### src/rtl/encoder8_3_seq_if.sv
// Request/grant bundle for encoder8_3_seq: one-hot request lines in,
// encoded index out on a valid/ready handshake, plus debug status.
interface encoder8_3_seq_if;
  logic [7:0] D;
  logic       ready;
  logic [2:0] A;
  logic       valid;
  logic [7:0] pending;
  logic       overrun;

  // master: request source / index consumer; slave: the encoder itself
  modport master (output D, output ready, input A, input valid, input pending, input overrun);
  modport slave  (input D, input ready, output A, output valid, output pending, output overrun);
endinterface

### src/rtl/encoder8_3_seq.sv
// Sequential 8-to-3 request encoder: latches request pulses and serialises them
// as 3-bit indices. Define ENCODER_ROUND_ROBIN_EN for rotating priority.
module encoder8_3_seq (
  input  logic               clk,
  input  logic               rst,
  encoder8_3_seq_if.slave    bus
);

  typedef enum logic [0:0] {
    ST_IDLE    = 1'b0,
    ST_PRESENT = 1'b1
  } state_t;

  state_t     state_r;
  state_t     state_nxt_s;
  logic [2:0] a_r;
  logic [2:0] a_nxt_s;
  logic       valid_r;
  logic [7:0] pending_r;
  logic [7:0] pending_nxt_s;
  logic       overrun_r;
  logic       overrun_nxt_s;
  logic       accept_s;
  logic [7:0] clr_s;
  logic [7:0] keep_s;
  logic [7:0] search_vec_s;
  logic [2:0] sel_idx_s;

  function automatic logic [7:0] onehot3(input logic [2:0] idx);
    onehot3 = 8'b0000_0001 << idx;
  endfunction

`ifdef ENCODER_ROUND_ROBIN_EN
  logic [2:0] ptr_r;
  logic [2:0] ptr_nxt_s;

  // Descend from base with wrap-around; the first set bit found wins.
  function automatic logic [2:0] select_idx(input logic [7:0] vec, input logic [2:0] base);
    logic       found;
    logic [2:0] idx;
    logic [2:0] result;
    found  = 1'b0;
    result = 3'd0;
    for (int k = 0; k < 8; k++) begin
      idx    = base - 3'(k);
      result = (!found && vec[idx]) ? idx : result;
      found  = found | vec[idx];
    end
    return result;
  endfunction
`else
  // Fixed priority: scanning upward lets the highest set bit overwrite.
  function automatic logic [2:0] select_idx(input logic [7:0] vec);
    logic [2:0] result;
    result = 3'd0;
    for (int i = 0; i < 8; i++) begin
      result = vec[i] ? 3'(i) : result;
    end
    return result;
  endfunction
`endif

  // Pending/overrun next values and the vector the next grant is chosen from.
  always_comb begin
    accept_s      = valid_r & bus.ready;
    clr_s         = accept_s ? onehot3(a_r) : 8'h00;
    keep_s        = pending_r & ~clr_s;
    pending_nxt_s = keep_s | bus.D;
    overrun_nxt_s = overrun_r | (|(bus.D & keep_s));
    // D is deliberately excluded: new requests never join this cycle's selection
    search_vec_s  = valid_r ? keep_s : pending_r;
`ifdef ENCODER_ROUND_ROBIN_EN
    ptr_nxt_s     = accept_s ? (a_r - 3'd1) : ptr_r;
    sel_idx_s     = select_idx(search_vec_s, ptr_nxt_s);
`else
    sel_idx_s     = select_idx(search_vec_s);
`endif
  end

  // Next-state and next-index logic for the IDLE/PRESENT handshake.
  always_comb begin
    state_nxt_s = state_r;
    a_nxt_s     = a_r;
    case (state_r)
      ST_IDLE: begin
        if (pending_r != 8'h00) begin
          state_nxt_s = ST_PRESENT;
          a_nxt_s     = sel_idx_s;
        end else begin
          state_nxt_s = ST_IDLE;
        end
      end
      ST_PRESENT: begin
        if (accept_s) begin
          if (keep_s != 8'h00) begin
            a_nxt_s = sel_idx_s;
          end else begin
            state_nxt_s = ST_IDLE;
          end
        end else begin
          state_nxt_s = ST_PRESENT;
        end
      end
      default: begin
        state_nxt_s = ST_IDLE;
      end
    endcase
  end

  // Handshake state and presented index.
  always_ff @(posedge clk) begin
    if (rst) begin
      state_r <= ST_IDLE;
      a_r     <= 3'd0;
      valid_r <= 1'b0;
    end else begin
      state_r <= state_nxt_s;
      a_r     <= a_nxt_s;
      valid_r <= (state_nxt_s == ST_PRESENT);
    end
  end

  // Pending requests and the sticky overrun flag.
  always_ff @(posedge clk) begin
    if (rst) begin
      pending_r <= 8'h00;
      overrun_r <= 1'b0;
    end else begin
      pending_r <= pending_nxt_s;
      overrun_r <= overrun_nxt_s;
    end
  end

`ifdef ENCODER_ROUND_ROBIN_EN
  // Rotating priority pointer: restarts the search just below the last grant.
  always_ff @(posedge clk) begin
    if (rst) begin
      ptr_r <= 3'd7;
    end else begin
      ptr_r <= ptr_nxt_s;
    end
  end
`endif

  assign bus.A       = a_r;
  assign bus.valid   = valid_r;
  assign bus.pending = pending_r;
  assign bus.overrun = overrun_r;

endmodule

### src/flat_wrapper.sv
// flat-port wrapper written by rule: the top's interface ports become plain ports
module encoder8_3_seq_flat 
  (clk, rst, bus_D, bus_ready, bus_A, bus_valid, bus_pending, bus_overrun);
  encoder8_3_seq_if bus_i ();
  input  logic clk;
  input  logic rst;
  input wire logic [$bits(bus_i.D)-1:0] bus_D;
  input wire logic [$bits(bus_i.ready)-1:0] bus_ready;
  output wire logic [$bits(bus_i.A)-1:0] bus_A;
  output wire logic [$bits(bus_i.valid)-1:0] bus_valid;
  output wire logic [$bits(bus_i.pending)-1:0] bus_pending;
  output wire logic [$bits(bus_i.overrun)-1:0] bus_overrun;
  assign bus_i.D = bus_D;
  assign bus_i.ready = bus_ready;
  assign bus_A = bus_i.A;
  assign bus_valid = bus_i.valid;
  assign bus_pending = bus_i.pending;
  assign bus_overrun = bus_i.overrun;
  encoder8_3_seq u_core (.clk(clk), .rst(rst), .bus(bus_i));
endmodule
### config.mk
export PLATFORM = sky130hd
export DESIGN_NAME = encoder8_3_seq_flat
export DESIGN_NICKNAME = d
export VERILOG_FILES = /design/src/rtl/encoder8_3_seq_if.sv /design/src/rtl/encoder8_3_seq.sv /design/src/flat_wrapper.sv
export SDC_FILE = /design/constraint.sdc
export NUM_CORES = 1
export LEC_CHECK = 0
export BUFFER_PORTS_ARGS = -buffer_cell sky130_fd_sc_hd__buf_2
export CAP_MARGIN = 20
export CELL_PAD_IN_SITES_DETAIL_PLACEMENT = 0
export CELL_PAD_IN_SITES_GLOBAL_PLACEMENT = 2
export CORE_MARGIN = 2
export CORE_UTILIZATION = 24
export DETAILED_ROUTE_END_ITERATION = 7
export HOLD_SLACK_MARGIN = 0.05
export PLACE_DENSITY_LB_ADDON = 0.1
export SETUP_SLACK_MARGIN = 0.05
export SYNTH_ARGS = -nofsm -noshare
export SYNTH_HDL_FRONTEND = slang
export SYNTH_SLANG_ARGS = --single-unit
### constraint.sdc
create_clock -name clk -period 1.8 [get_ports clk]
set_input_delay 0.45 -clock clk [delete_from_list [all_inputs] [get_ports clk]]
set_output_delay 0.45 -clock clk [all_outputs]
set_load 0.02 [all_outputs]
==> flow_summary_export.csv <==
group,metric,value,unit
timing,final.period_utilization,0.9506,
critical_path,wp_data_required,1.99,ns
synth,synth_area_per_cell,8.875,um^2
floorplanning,start_util,0.2478,
route,ant_nets,0,
critical_path,critPathArrivalTime,1.90,ns
route,viasPerCell,4.761,
run,maxCapViolCount,0,
synth,synth_sequential_area_ratio,0.3910,
global_routing,via_count_of_the_first_global_routing_pass,645,
clock_tree,cts.root.buffer_cell,"sky130_fd_sc_hd__clkbuf_4",
cells_and_area,layout_commonest_cell,"sky130_fd_sc_hd__buf_2",
cells_and_area,design.final.nets,123,
critical_path,critPathMaxFanout,5,
placed_design,portBuffers,23,
route,drt-total-wl,1895,um
cells_and_area,ratio_of_cells_with_drive_above_1_in_the_final_layout,0.4505,
global_routing,grt_first_pass_wirelength,3063,um
critical_path,end_kind,"flop",
timing,post-route-min-period,1.711,ns
cells_and_area,flow.area_growth_from_synthesis,39.47,%
route,drt_iter0_markers,17,
clock_tree,cts-root-to-sink-buffers,2,
clock_tree,tritoncts_num_sinks,13,
clock_tree,clk_latency,0.28,ns
power_and_ir_drop,p_total,0.7477,mW
clock_tree,ctsHoldBuffers,0,
worst_hold_path,hold_path_class,"in2reg",
floorplanning,ios,24,
route,post_drt_wl_per_cell,13.35,um
global_routing,grt_start_max_net_pins,14,
synth,compound_gate_fraction_of_synth_area,0.3139,
power_and_ir_drop,irDropWorstVdd,0.0003322,V
global_routing,grt_antenna_before_repair,0,
timing,rsz0062_at_grt,"yes",
power_and_ir_drop,power_leakage,0.3940,nW
synth,postSynthNetCount,86,
synth,post_synthesis_share_of_cell_area_spent_on_and_or_nand_and_nor_gates,0.2782,
synth,synth-adder-area-share,0,
floorplanning,chipWidth,56.67,um
synth,yosys-mux-area-fraction,0,
clock_tree,cts_tree,"yes",
route,route.detailed.drc,0,
timing,fmaxAchievable,584.5,MHz
timing,whs,0.3921,ns
timing,setup_viol,0,
clock_tree,cts_setup_buffers,0,
floorplanning,die_height,56.67,um
clock_tree,tritoncts.num_buffers,3,
synth,netlist_area,665.6,um^2
timing,worstMarginPinSlew,0.3559,ns
synth,synth-xor-area-share,0,
cells_and_area,number_of_inserted_diodes,0,
timing,maxSlewHeadroom,0.7627,
synth,ys_warn_count,0,
status,status,"completed",
synth,netlist_top_cells_area,"sky130_fd_sc_hd__dfxtp_1, sky130_fd_sc_hd__nor2_1, sky130_fd_sc_hd__o21a_2",
placed_design,gp_congestion,0.7751,
synth,synth_cell_types,27,
global_routing,groute.usage.overall,0.1269,
synth,synthDominantCellAreaShare,0.3910,
placed_design,dp_hpwl,1500,um
timing,finalHoldViolCount,0,
route,dr_total_vias,676,
synth,largest_family_of_logic_cells_by_synthesized_area,"compound AO/OA/AOI/OAI gates",
global_routing,grt_overflow,0,
clock_tree,ctsHtreeMaxLevel,1,
synth,synth_largest_area_cell,"sky130_fd_sc_hd__dfxtp_1",
critical_path,startpoint_type,"flop",
route,tritonroute_pass_1_iters,4,
floorplanning,row_count,19,
floorplanning,core-area,2686,um^2
floorplanning,design.die.area,3211,um^2
synth,netlist_instances,75,
cells_and_area,mostFrequentLayoutCells,"sky130_fd_sc_hd__buf_2, sky130_fd_sc_hd__nor2_1, sky130_fd_sc_hd__dfxtp_1, sky130_fd_sc_hd__buf_4, sky130_fd_sc_hd__o21a_2",
power_and_ir_drop,powerDensity,805.4,nW/um^2
timing,worst_clock_skew,0.001567,ns
timing,final_max_slew_viol_count,0,
critical_path,critical_path_class,"reg2reg",
clock_tree,clk_transition_reported_paths,0.08,ns
synth,ys_ff_latch,13,
==> metrics by stage <==
stage	worst slack [ns]	util	setup TNS (ns)	std cells	cell area [um^2]
CTS	0.06518	0.3423	0	142	919.6
finish	0.08900	0.3456	0	142	928.4
floorplan	0.09150	-	0	75	668.1
global route	-0.02439	0.3456	-0.04226	142	928.4
global placement	-0.09340	0.3326	-0.2436	138	893.4
detailed placement	-0.08792	0.3326	-0.2228	138	893.4
==> cell families (layout without fill, tap and decap cells) <==
logic type | count (synthesis) | count (layout)
flops | 13 | 13
simple gates | 34 | 34
buf+inv | 3 | 39
compound gates | 25 | 25
==> routing by layer <==
layer  up-vias  GRT usage  wire (um)
met2        15     0.1728        830
met1       306     0.1789        926
met5         -          0          0
met3         4    0.02535         99
met4         0    0.08163         38
li1        351          -          -
==> final cells by class <==
cell class	instances	area (um^2)
Multi-Input combinational cell	59	402.9
Clock buffer	4	26.28
Tap cell	31	38.79
Inverter	2	7.507
Sequential cell	13	262.8
Timing Repair Buffer	33	190.2
Fill cell	305	1758
==> worst max-delay path, cell delays in order (launching register included) <==
cell,delay (ns)
sky130_fd_sc_hd__dfxtp_2,0.34
sky130_fd_sc_hd__nand3b_1,0.25
sky130_fd_sc_hd__o21a_1,0.26
sky130_fd_sc_hd__nor4_4,0.32
sky130_fd_sc_hd__a21o_4,0.19
sky130_fd_sc_hd__a21oi_2,0.05
sky130_fd_sc_hd__a311oi_2,0.22
==> final timing paths <==
check,slack [ns],depth (start not counted),to,startpoint
setup / recovery,0.09,6,u_core.bus.A[1]$_SDFFE_PP0P_,u_core.bus.A[1]$_SDFFE_PP0P_
hold / removal,0.39,3,u_core.bus.pending[4]$_SDFF_PP0_,bus_D[4]
setup reg to reg,0.09,6,u_core.bus.A[1]$_SDFFE_PP0P_,u_core.bus.A[1]$_SDFFE_PP0P_
hold reg to reg,0.51,2,u_core.bus.A[1]$_SDFFE_PP0P_,u_core.bus.A[1]$_SDFFE_PP0P_
==> state kept, by name (all words and copies together) (netlist names) <==
signal,count
u_core.bus.A,3
u_core.state_r,1
u_core.bus.pending,8
u_core.bus.overrun,1
==> report_power, final <==
group / internal, mW / total, mW / switching (mW)
sequential: 0.313 / 0.340 / 0.0263
clock: 0.0859 / 0.186 / 0.0999
combinational: 0.0985 / 0.222 / 0.124
total: 0.498 / 0.748 / 0.250
==> Yosys cell counts (all sizes together) <==
library cell,count
nand3b,1
o21bai,1
a311oi,1
a221oi,1
nor2,20
a211oi,1
o21ai,1
nor2b,1
dfxtp,13
o21a,6
o31a,2
a22oi,2
a41oi,2
a222oi,1
nand2b,4
nand2,3
nand3,1
o31ai,1
clkbuf,1
inv,2
a21oi,3
a31oi,2
nor4,4
a21o,1
==> what timing repair did <==
item,4_1_cts,5_1_grt
resized for setup,0,2
pin swaps,1,1
gates cloned,0,0
endpoints found under the setup margin,2,3
No activity file was read; power rests on OpenSTA's default activity.
